**src/rtl/dmem_pkg.sv**
```systemverilog
// ---------------------------------------------------------------------------
// dmem_pkg
// Shared types and constants for the data-memory arbiter slice.
//   state_e  : arbiter owner state (idle, CPU, aux, aux under burst lock)
//   owner_e  : round-robin "last winner" encoding (CPU=0, AUX=1)
//   IO_*_BIT : address bits used to decode the memory-mapped I/O window
//   LEDR_W / HEX_W : widths of the LED and HEX display registers
// ---------------------------------------------------------------------------
package dmem_pkg;

   typedef enum logic [1:0] {
      S_IDLE     = 2'd0,
      S_CPU      = 2'd1,
      S_AUX      = 2'd2,
      S_AUX_LOCK = 2'd3
   } state_e;

   typedef enum logic {
      OWNER_CPU = 1'b0,
      OWNER_AUX = 1'b1
   } owner_e;

   localparam int IO_BASE_BIT = 8;
   localparam int IO_LEDS_BIT = 2;
   localparam int IO_HEX_BIT  = 3;

   localparam int LEDR_W = 10;
   localparam int HEX_W  = 24;

endpackage

```
**src/rtl/dmem_io_regs.sv**
```systemverilog
// ---------------------------------------------------------------------------
// dmem_io_regs
// Memory-mapped I/O registers behind the arbiter: LEDR and hex_digits,
// written from the granted access and optionally read back.
// Build option: define IO_READBACK_EN to make I/O reads return register
// contents; without it I/O reads return zero (writes are unaffected).
// Ports:
//   clk, reset   : clock, asynchronous active-low reset
//   we_i         : granted write strobe (already qualified by the grant)
//   io_bit_i     : address is in the I/O window
//   leds_bit_i   : address selects LEDR
//   hex_bit_i    : address selects hex_digits
//   wdata_i      : low write-data bits of the granted access
//   rdata_o      : I/O read data for the granted access
//   ledr_o/hex_o : current register contents
// ---------------------------------------------------------------------------
module dmem_io_regs
   import dmem_pkg::*;
#(
   parameter int DW = 32
) (
   input  logic              clk,
   input  logic              reset,
   input  logic              we_i,
   input  logic              io_bit_i,
   input  logic              leds_bit_i,
   input  logic              hex_bit_i,
   input  logic [HEX_W-1:0]  wdata_i,
   output logic [DW-1:0]     rdata_o,
   output logic [LEDR_W-1:0] ledr_o,
   output logic [HEX_W-1:0]  hex_o
);

   logic [LEDR_W-1:0] ledr_q;
   logic [HEX_W-1:0]  hex_q;
   logic              io_we;

   assign io_we = we_i & io_bit_i;

   // Both select bits set (0x10C) writes both registers in the same cycle.
   always_ff @(posedge clk or negedge reset) begin
      if (!reset) begin
         ledr_q <= '0;
         hex_q  <= '0;
      end else begin
         if (io_we && leds_bit_i) ledr_q <= wdata_i[LEDR_W-1:0];
         if (io_we && hex_bit_i)  hex_q  <= wdata_i;
      end
   end

`ifdef IO_READBACK_EN
   // HEX wins when both select bits are set.
   always_comb begin
      rdata_o = '0;
      if (hex_bit_i)       rdata_o = DW'(hex_q);
      else if (leds_bit_i) rdata_o = DW'(ledr_q);
   end
`else
   assign rdata_o = '0;
`endif

   assign ledr_o = ledr_q;
   assign hex_o  = hex_q;

endmodule

```
**src/rtl/dmem_arbiter.sv**
```systemverilog
// ---------------------------------------------------------------------------
// dmem_arbiter
// Shares the single data-RAM port and the I/O registers between the CPU
// (port C) and an auxiliary master (port A). Round-robin arbitration with a
// bounded burst lock for port A; grants and RAM accesses complete in the
// same cycle (RAM reads are combinational).
// Build option: IO_READBACK_EN (see dmem_io_regs) enables I/O readback.
// Ports:
//   clk, reset               : clock, asynchronous active-low reset
//   c_req/c_we/c_addr/c_wdata: CPU request and payload
//   c_gnt/c_rdata/cpu_stall  : CPU grant, read data, stall (req & !gnt)
//   a_req/a_we/a_lock/a_addr/a_wdata : aux request, payload, lock request
//   a_gnt/a_rdata            : aux grant and read data
//   mem_we/mem_addr/mem_wdata/mem_rdata : RAM port
//   LEDR, hex_digits         : I/O register outputs
// ---------------------------------------------------------------------------
module dmem_arbiter
   import dmem_pkg::*;
#(
   parameter int MAX_LOCK = 8,
   parameter int AW       = 32,
   parameter int DW       = 32
) (
   input  logic              clk,
   input  logic              reset,
   input  logic              c_req,
   input  logic              c_we,
   input  logic [AW-1:0]     c_addr,
   input  logic [DW-1:0]     c_wdata,
   output logic              c_gnt,
   output logic [DW-1:0]     c_rdata,
   output logic              cpu_stall,
   input  logic              a_req,
   input  logic              a_we,
   input  logic              a_lock,
   input  logic [AW-1:0]     a_addr,
   input  logic [DW-1:0]     a_wdata,
   output logic              a_gnt,
   output logic [DW-1:0]     a_rdata,
   output logic              mem_we,
   output logic [AW-1:0]     mem_addr,
   output logic [DW-1:0]     mem_wdata,
   input  logic [DW-1:0]     mem_rdata,
   output logic [LEDR_W-1:0] LEDR,
   output logic [HEX_W-1:0]  hex_digits
);

   localparam int             CW      = $clog2(MAX_LOCK + 1);
   localparam logic [CW-1:0]  MAX_CNT = CW'(MAX_LOCK);

   state_e         state_q, state_d;
   owner_e         last_q, last_d;
   logic [CW-1:0]  lock_cnt_q, lock_cnt_d;

   logic           c_win, a_win, lock_hold;
   logic           g_we, is_io;
   logic [AW-1:0]  g_addr;
   logic [DW-1:0]  g_wdata, io_rdata, g_rdata;

   // A keeps the bus while it asks to, unless C has waited MAX_LOCK grants.
   assign lock_hold = (state_q == S_AUX_LOCK) && a_req && a_lock &&
                      ((lock_cnt_q < MAX_CNT) || !c_req);

   // NOTE: every combinational output is given a default before any branch,
   // so no path leaves it unassigned and no latch is inferred.
   always_comb begin
      c_win = 1'b0;
      a_win = 1'b0;
      // Grants are gated by reset so nothing is granted, and nothing
      // written, from the instant reset is asserted.
      if (reset) begin
         if (lock_hold) begin
            a_win = 1'b1;
         end else if (c_req && a_req) begin
            if (last_q == OWNER_AUX) c_win = 1'b1;
            else                     a_win = 1'b1;
         end else if (c_req) begin
            c_win = 1'b1;
         end else if (a_req) begin
            a_win = 1'b1;
         end
      end
   end

   always_comb begin
      g_we    = 1'b0;
      g_addr  = '0;
      g_wdata = '0;
      if (c_win) begin
         g_we    = c_we;
         g_addr  = c_addr;
         g_wdata = c_wdata;
      end else if (a_win) begin
         g_we    = a_we;
         g_addr  = a_addr;
         g_wdata = a_wdata;
      end
   end

   // The lock counter counts A grants taken under a_lock while C waits,
   // so the forced release hands C the bus after exactly MAX_LOCK stalls.
   always_comb begin
      state_d    = S_IDLE;
      last_d     = last_q;
      lock_cnt_d = '0;
      if (c_win) begin
         state_d = S_CPU;
         last_d  = OWNER_CPU;
      end else if (a_win) begin
         state_d = a_lock ? S_AUX_LOCK : S_AUX;
         last_d  = OWNER_AUX;
         if (a_lock) begin
            lock_cnt_d = lock_cnt_q;
            if (c_req && (lock_cnt_q < MAX_CNT)) lock_cnt_d = lock_cnt_q + 1'b1;
         end
      end
   end

   // NOTE: sequential state uses non-blocking assignments so every register
   // samples the pre-edge value of the others.
   always_ff @(posedge clk or negedge reset) begin
      if (!reset) begin
         state_q    <= S_IDLE;
         last_q     <= OWNER_AUX;
         lock_cnt_q <= '0;
      end else begin
         state_q    <= state_d;
         last_q     <= last_d;
         lock_cnt_q <= lock_cnt_d;
      end
   end

   assign is_io = g_addr[IO_BASE_BIT];

   dmem_io_regs #(
      .DW(DW)
   ) u_io_regs (
      .clk        (clk),
      .reset      (reset),
      .we_i       (g_we),
      .io_bit_i   (is_io),
      .leds_bit_i (g_addr[IO_LEDS_BIT]),
      .hex_bit_i  (g_addr[IO_HEX_BIT]),
      .wdata_i    (g_wdata[HEX_W-1:0]),
      .rdata_o    (io_rdata),
      .ledr_o     (LEDR),
      .hex_o      (hex_digits)
   );

   assign g_rdata   = is_io ? io_rdata : mem_rdata;

   assign c_gnt     = c_win;
   assign a_gnt     = a_win;
   assign cpu_stall = c_req & ~c_win;
   assign c_rdata   = c_win ? g_rdata : '0;
   assign a_rdata   = a_win ? g_rdata : '0;

   assign mem_we    = g_we & ~is_io;
   assign mem_addr  = g_addr;
   assign mem_wdata = g_wdata;

endmodule

```
**config.mk**
```make
export PLATFORM = sky130hd
export DESIGN_NAME = dmem_arbiter
export DESIGN_NICKNAME = d
export VERILOG_FILES = /design/src/rtl/dmem_pkg.sv /design/src/rtl/dmem_io_regs.sv /design/src/rtl/dmem_arbiter.sv
export SDC_FILE = /design/constraint.sdc
export NUM_CORES = 1
export LEC_CHECK = 0
export CORE_AREA = 10 10 120 122
export DETAILED_ROUTE_END_ITERATION = 6
export DIE_AREA = 0 0 130 132
export PLACE_DENSITY = 0.7
export RECOVER_POWER = 100
export SLEW_MARGIN = 20
export SYNTH_ARGS = -nofsm -noshare
export SYNTH_HDL_FRONTEND = slang
export SYNTH_SLANG_ARGS = --single-unit
```
**constraint.sdc**
```tcl
create_clock -name clk -period 3.25 [get_ports clk]
set_input_delay 0.975 -clock clk [delete_from_list [all_inputs] [get_ports clk]]
set_output_delay 0.975 -clock clk [all_outputs]
set_load 0.05 [all_outputs]
```
After elaboration in Yosys (flattened, before gate mapping)
Index checks and enable logic that the tools add are counted.
{"block": "word_totals", "register_bits": 41, "output_inout_bits": 166, "wordCells": 53}
{"block": "classes", "eq_ne": 2, "n_reduce_logical": 10, "order_cmp": 1, "n_bitwise": 5, "n_mux": 29, "add_sub_neg": 1}
{"op": "$mux 32", "n": 7}
{"op": "$mux 1", "n": 16}
{"op": "$mux 4", "n": 4}
{"op": "$logic_and 1x1->1", "n": 7}
{"op": "$add 4x1->4 const B", "n": 1}
{"op": "$lt 4x4->1 const B", "n": 1}
{"op": "$mux 2", "n": 2}
{"op": "$ne 4x3->1 const B", "n": 1}
{"op": "$and 1x1->1", "n": 3}
{"op": "$eq 2x2->1 const B", "n": 1}
{"op": "$not 1->1", "n": 2}
{"op": "$reduce_bool 2->1", "n": 1}
{"op": "$logic_not 1->1", "n": 1}
{"op": "$logic_or 1x1->1", "n": 1}

Logic depth before layout (Yosys ltp)
Gate-level depths: netlist (run 1).
{"block": "depth", "word_depth": 10, "mapped_depth": 7, "mapped_depth_nobuf": 5}

Cells and area by module
From an unflattened synthesis (run 1), not the netlist that was laid out.
{"block": "unflattened", "hier_cells": 446, "area_unflattened_um2": 3995.1}
{"mod": "dmem_arbiter", "seq_area_each_um2": 176.4, "n_inst": 1, "area_per_inst_um2": 2392.3, "cells_each": 341}
{"mod": "dmem_io_regs", "seq_area_each_um2": 850.8, "n_inst": 1, "area_per_inst_um2": 1602.8, "cells_each": 105}

Worst setup path before layout (run 1)
OpenSTA, ideal clock, no wires.
{"block": "synth_path", "path_type": "input to output", "startpoint": "in a_req", "endpoint": "out mem_addr[14]", "path_buffers": 3, "slack_ns": -0.512, "arrival_time_ns": 2.787, "cell_stages": 6, "cell_sequence": "nand4_1 -> o2111a_2 -> buf_6 -> buf_6 -> clkbuf_1 -> a22o_1"}
{"block": "synth_via", "word_cells_on_any_way": 14, "cone_classes": "mux: 10; reduce/logical: 4"}
{"item": "start, declared", "line": "dmem_arbiter.sv:33", "rtl": "input logic a_req,"}
{"item": "$logic_and 1x1->1 (3 in series)", "line": "dmem_arbiter.sv:61", "rtl": "assign lock_hold = (state_q == S_AUX_LOCK) && a_req && a_lock &&"}
{"item": "$mux 1 (*)", "line": "dmem_arbiter.sv:72", "rtl": "if (lock_hold) begin"}
{"item": "$mux 1 (*)", "line": "dmem_arbiter.sv:71", "rtl": "if (reset) begin"}
{"item": "via c_gnt", "line": "dmem_arbiter.sv:30", "rtl": "output logic c_gnt,"}
{"item": "$mux 32 (*)", "line": "dmem_arbiter.sv:89", "rtl": "if (c_win) begin"}
{"item": "end, declared", "line": "dmem_arbiter.sv:41", "rtl": "output logic [AW-1:0] mem_addr,"}
The timed path passes the listed nets; every way through them passes the cells marked *.

Worst setup path in the final report (run 1)
{"block": "layout_path", "startpoint": "in a_lock", "endpoint": "out mem_wdata[20]"}
{"block": "layout_via", "elab_chain_cells": 6, "word_cells_on_any_way": 8, "cone_classes": "mux: 6; reduce/logical: 2"}
{"item": "start, declared", "line": "dmem_arbiter.sv:35", "rtl": "input logic a_lock,"}
{"item": "$logic_and 1x1->1 (*) (2 in series)", "line": "dmem_arbiter.sv:61"}
{"item": "$mux 1", "line": "dmem_arbiter.sv:72"}
{"item": "$mux 1", "line": "dmem_arbiter.sv:71"}
{"item": "$mux 32", "line": "dmem_arbiter.sv:93", "rtl": "end else if (a_win) begin"}
{"item": "$mux 32 (*)", "line": "dmem_arbiter.sv:89"}
{"item": "end, declared", "line": "dmem_arbiter.sv:42", "rtl": "output logic [DW-1:0] mem_wdata,"}
Every way passes the cells marked *; elsewhere a longest branch is shown, timed or not.

==> reports/metrics.cfg, run 1 <==
[clock_tree]
clock-sinks=41
cts_buffers=5
cts_tree=yes
htreeDepth=2
root_buffer=clkbuf_16
clk_pin_slew_worst_paths_ns=0.07
insertion_delay_ns=0.29
clockBufferDepth=2

[cells_and_area]
drive_gt1_frac=0.601
layout_common_cells=clkdlybuf4s50_1, buf_12, and2_4, a22o_4, buf_4
area_growth_pct=224
seqCellArea_um2=1030
final_common_cell=clkdlybuf4s50_1
nets=813
multi_input_area_um2=2350
fillers=704

[global_routing]
grt_pass1_wl_um=28200
grt_max_degree=47
grt_pass1_vias=4358
antenna_found_initial=3
track_usage=0.215
grt_overflow=0

[synthesis]
yosys.area.top_type=dfrtp_1
synth_area_leaders=dfrtp_1, a22o_1, and2_1
synth_seq_area_share=0.361
async_flop_share=1.00
synth_edf_count=0
synth_area_per_cell_um2=10.9
ys_warn_count=0
netlist_instances=260
yosysUniqueCellTypes=31
synth_fp_nets=428
synth-seq-cells=41
syn_area_um2=2840
ys.flop_type=dfrtp_1
netlist.area_leader.share=0.352

[drt]
ant_nets=0
post_drt_wl_per_cell_um=25.2
detail_route.first_pass.iterations=4
dr.first_iter.drc_count=95
wl_um=20100
drc=0
vias=3848
avgViaCountPerCell=4.83

[floorplan]
ios=333
fp.dieW_um=130
dieArea_um2=17200
placeableCoreArea_um2=11900
start_util=0.239
fp-row-count=40
fp.dieH_um=132

[placed_design]
port-buffer-count=332
hpwl_um=15100
gp_congestion=0.762
preCtsSetupSlack_ns=-0.533

[sta]
maxSlewViolCount=0
setup-tns-final_ns=-8.62
period_share=1.03
slew_headroom=0.600
worstMarginPinSlew_ns=0.597
setup-violations-final=129
hold_violations=0
layout_setup_ws_ns=-0.109
min_period_ns=3.36
timing.fmax_mhz=298
rsz0062_at_grt=yes
fin_worst_skew_ns=0.0108

[setup_path]
end_kind=output pin
critPathKind=input pin to output pin
crit_arrival_ns=2.38
critPathMaxFanout=23
startpoint_type=input pin
cp.required_ns=2.27

[power]
ir_drop_v=0.000194
p_leak_nw=4.18
pwr_density_cell_nw_per_um2=314

[flow_run]
maxCapViolations=0

[hold_path]
hp-class=flop to flop

[outcome]
status=complete, but fails checks
violations=negative setup slack

[critical path: stages]
cell and delay, ns:
buf_6 0.07, nand4_1 0.11, buf_4 0.15, o2111a_2 0.29, buf_4 0.16, buf_12 0.16, a22o_4 0.29, buf_12 0.15
[cell type report]
type	count	share of cell area
tap	147	0.0199
inverter	1	0.000407
timing repair buffer	403	0.594
clock buffer	5	0.0136
clock inverter	3	0.00475
sequential	41	0.111
multi-input combinational	193	0.255
antenna	3	0.000814
[per-layer routing]
layer / vias to the layer above / track usage / part of all wire / routed length [µm]
met5: - / 0 / 0 / 0
li1: 1737 / - / - / -
met2: 237 / 0.406 / 0.55 / 11000
met1: 1838 / 0.198 / 0.32 / 6460
met4: 0 / 0.0788 / 0.032 / 636
met3: 36 / 0.0881 / 0.099 / 1990
[through the flow]
stage | total power, mW | utilization | cells | hold WS, ns | instance area (µm²)
2_1_floorplan | 1.28 | - | 260 | 0.460 | 3040
6_report | 2.90 | 0.775 | 796 | 0.498 | 9230
5_1_grt | 2.99 | 0.775 | 796 | 0.524 | 9230
3_5_place_dp | 2.11 | 0.675 | 751 | 0.481 | 8040
3_3_place_gp | 2.10 | 0.675 | 751 | 0.467 | 8040
4_1_cts | 2.84 | 0.748 | 784 | 0.499 | 8910
[final timing paths]
| path | startpoint | slack [ns] | cells past startpoint | end |
|---|---|---|---|---|
| setup reg to reg | state_q[1]$_DFF_PN0_ | 0.79 | 11 | u_io_regs.hex_o[6]$_DFFE_PN0P_ |
| max in group asynchronous | reset | 2.06 | 2 | u_io_regs.ledr_o[3]$_DFFE_PN0P_ |
| min in group asynchronous | reset | 0.69 | 2 | u_io_regs.hex_o[12]$_DFFE_PN0P_ |
| setup / recovery | a_lock | -0.11 | 8 | mem_wdata[20] |
| hold reg to reg | last_q$_DFFE_PN1P_ | 0.50 | 2 | last_q$_DFFE_PN1P_ |
| hold / removal | last_q$_DFFE_PN1P_ | 0.50 | 2 | last_q$_DFFE_PN1P_ |
[synthesized netlist by cell type (all sizes together), types with 2 or more instances]
cell and instances:
nand2b 2, mux2 34, nor2b 3, dfrtp 40, nand3 2, and2 67, a22o 61, a32o 4
clkbuf 9, buf 16, nand2 3, nor2 5
[what timing repair did]
action                                  4_1_cts  5_1_grt
endpoints found under the setup margin      132      130
hold buffers                                  0        0
resized for setup                           119       34
pin swaps                                    47       17
gates cloned                                  8        5
setup buffers                                17        7
[flip-flops by register name (all words and copies together) (netlist names)]
| signal | flops |
|---|---|
| u_io_regs.ledr_o | 10 |
| u_io_regs.hex_o | 24 |
| lock_cnt_q | 4 |
| last_q | 1 |
| state_q | 2 |
[where the power goes]
group / switching [mW] / internal, mW
sequential: 0.0260 / 0.554
clock: 0.219 / 0.364
combinational: 0.841 / 0.892
[cells by family after synthesis]
logic type / share of synthesized area
adder cells (fa/ha/maj): 0.00440
multiplexers: 0.165
XOR/XNOR: 0.00616
buffers and inverters: 0.0581
flip-flops: 0.361
AO/OA/AOI/OAI: 0.220
AND/OR/NAND/NOR: 0.186
Note: power is estimated with default switching activity, not from simulation.
==> inputs of run 2 (changes only) <==
--- a/config.mk
+++ b/config.mk
@@ -5,10 +5,10 @@
 export SDC_FILE = /design/constraint.sdc
 export NUM_CORES = 1
 export LEC_CHECK = 0
-export CORE_AREA = 10 10 120 122
+export CORE_AREA = 10 10 121 123
 export DETAILED_ROUTE_END_ITERATION = 6
-export DIE_AREA = 0 0 130 132
-export PLACE_DENSITY = 0.7
+export DIE_AREA = 0 0 131 133
+export PLACE_DENSITY = 0.75
 export RECOVER_POWER = 100
 export SLEW_MARGIN = 20
 export SYNTH_ARGS = -nofsm -noshare
==> constraint.sdc (replaced) <==
create_clock -name clk -period 3 [get_ports clk]
set_input_delay 0.9 -clock clk [delete_from_list [all_inputs] [get_ports clk]]
set_output_delay 0.9 -clock clk [all_outputs]
set_load 0.02 [all_outputs]
==> reports/metrics.cfg, run 2 (synthesized netlist as in run 1, its figures left out) <==
[clock_tree]
cts_tree=yes
clockBufferDepth=2
insertion_delay_ns=0.28
root_buffer=clkbuf_16
htreeDepth=2
cts_buffers=5
clock-sinks=41
clk_pin_slew_worst_paths_ns=0.06

[cells_and_area]
final_common_cell=clkdlybuf4s50_1
final_area_um2=7670
finish.utilization=0.620
nets=829
largest_register_ffs=24
antenna_cells=0
layout_common_cells=clkdlybuf4s50_1, buf_6, buf_4, and2_4, a22o_1
drive_gt1_frac=0.536
multi_input_area_um2=1970
fillers=1000
seqCellArea_um2=1030
area_growth_pct=170

[setup_path]
crit_start=a_lock
crit_slowest_cell=o2111a_2
crit_arrival_ns=2.24
slowest_delay_ns=0.31
critPathMaxFanout=7
r2r-start=state_q[1]$_DFF_PN0_
cp.required_ns=2.10
startpoint_type=input pin
r2r_cells=11
end_kind=output pin
critPathKind=input pin to output pin
path_cells=buf_6 > nand4_1 > o2111a_2 > buf_12 > buf_12 > clkbuf_16 > a22o_4 > buf_6

[placed_design]
preCtsSetupSlack_ns=-0.976
hpwl_um=13800
place_area_um2=6720
gp_congestion=0.840
port-buffer-count=332

[power]
p_seq_frac=0.248
pwr-share-clk=0.278
power_switching_mw=0.746
combPwrFrac=0.473
swShare=0.297
p_leak_nw=3.82
p_int_mw=1.77
ir_drop_v=0.000224
pwr_density_cell_nw_per_um2=328

[drt]
drc=0
wl_um=18100
post_drt_wl_per_cell_um=21.7
ant_nets=0
dr.first_iter.drc_count=178
avgViaCountPerCell=4.53
detail_route.first_pass.iterations=6
vias=3775

[sta]
maxSlewViolCount=0
worstMarginPinSlew_ns=1.24
layout_setup_ws_ns=-0.141
slew_headroom=0.170
holdWs_ns=0.499
rsz0062_at_grt=yes
timing.fmax_mhz=318
fin_worst_skew_ns=0.00534
period_share=1.05
min_period_ns=3.14
hold_violations=0
setup-violations-final=114

[global_routing]
grt_pass1_wl_um=25600
grt_max_degree=28
track_usage=0.187
grt_overflow=0
grt_pass1_vias=4268
antenna_found_initial=0

[floorplan]
fp.dieH_um=133
fp.dieW_um=131
dieArea_um2=17400
ios=333
placeableCoreArea_um2=12400
start_util=0.230
fp-row-count=41

[hold_path]
min_from=last_q$_DFFE_PN1P_
hold_depth=2
hp-class=flop to flop

[outcome]
violations=negative setup slack
status=complete, but fails checks

[flow_run]
maxCapViolations=0

## run 2: cell types whose count changed in the layout (fill, tap and decap cells not counted), moves of 13 or more
cell / before / now
a22o_1: 1 / 44
a22o_4: 57 / 17
buf_12: 138 / 10
buf_2: 2 / 15
buf_4: 43 / 75
buf_6: 10 / 106
clkdlybuf4s50_1: 195 / 160
dlygate4sd3_1: 0 / 34
## run 2: repair_timing
item                       in CTS  in global routing
resized for setup             781                 78
hold buffers                    0                  0
buffers inserted               30                  2
gates cloned                    7                  3
setup endpoints to repair     132                130
pin swaps                      60                 28
## run 2: stage by stage
step / power, mW / TNS [ns] / std cells
2_1_floorplan: 1.05 / -0.900 / 260
4_1_cts: 2.51 / -6.22 / 831
5_1_grt: 2.62 / -13.56 / 834
3_3_place_gp: 1.67 / -120.36 / 786
6_report: 2.52 / -8.58 / 834
3_5_place_dp: 1.68 / -126.19 / 786
## run 2: worst max-delay path, delay by kind of cell
family                 cells  cell delay, ns
and+or+nand+nor            1            0.13
AOI/OAI and AO/OA          2            0.56
buffers and inverters      5            0.63
## run 2: power by group through the flow
stage	clock network, mW	logic (mW)	registers [mW]
finish	0.701	1.19	0.624
global route	0.745	1.25	0.630
CTS	0.723	1.17	0.626
detailed placement	0	1.05	0.636
global placement	0	1.03	0.633
floorplan	0	0.366	0.681
## run 2: final timing paths
check	to	slack [ns]
worst max-delay path	mem_wdata[13]	-0.14
worst min-delay path	last_q$_DFFE_PN1P_	0.50
max in group asynchronous	u_io_regs.hex_o[12]$_DFFE_PN0P_	0.83
worst min register to register	last_q$_DFFE_PN1P_	0.50
worst max register to register	u_io_regs.hex_o[11]$_DFFE_PN0P_	0.33
min in group asynchronous	u_io_regs.hex_o[5]$_DFFE_PN0P_	0.77
## run 2: per-layer routing
layer	global-route usage	share of wire	wire length, µm
met1	0.201	0.37	6650
met2	0.354	0.56	10100
met3	0.0483	0.067	1220
met4	0.0365	0.011	191
met5	0	0	0
## run 2: cell type report
cell class | count | share of cell area
Sequential cell | 41 | 0.134
Multi-Input combinational cell | 193 | 0.257
Timing Repair Buffer | 419 | 0.555
Clock inverter | 3 | 0.00897
Inverter | 1 | 0.000489
Tap cell | 172 | 0.0281
Clock buffer | 5 | 0.0163
==> inputs of run 3 (changes only) <==
--- a/config.mk
+++ b/config.mk
@@ -6,6 +6,7 @@
 export NUM_CORES = 1
 export LEC_CHECK = 0
 export CORE_AREA = 10 10 121 123
+export CTS_CLUSTER_DIAMETER = 200
 export DETAILED_ROUTE_END_ITERATION = 6
 export DIE_AREA = 0 0 131 133
 export PLACE_DENSITY = 0.75
==> results of run 3 <==
The final DEF is identical to that of run 2; final timing and power are the same.
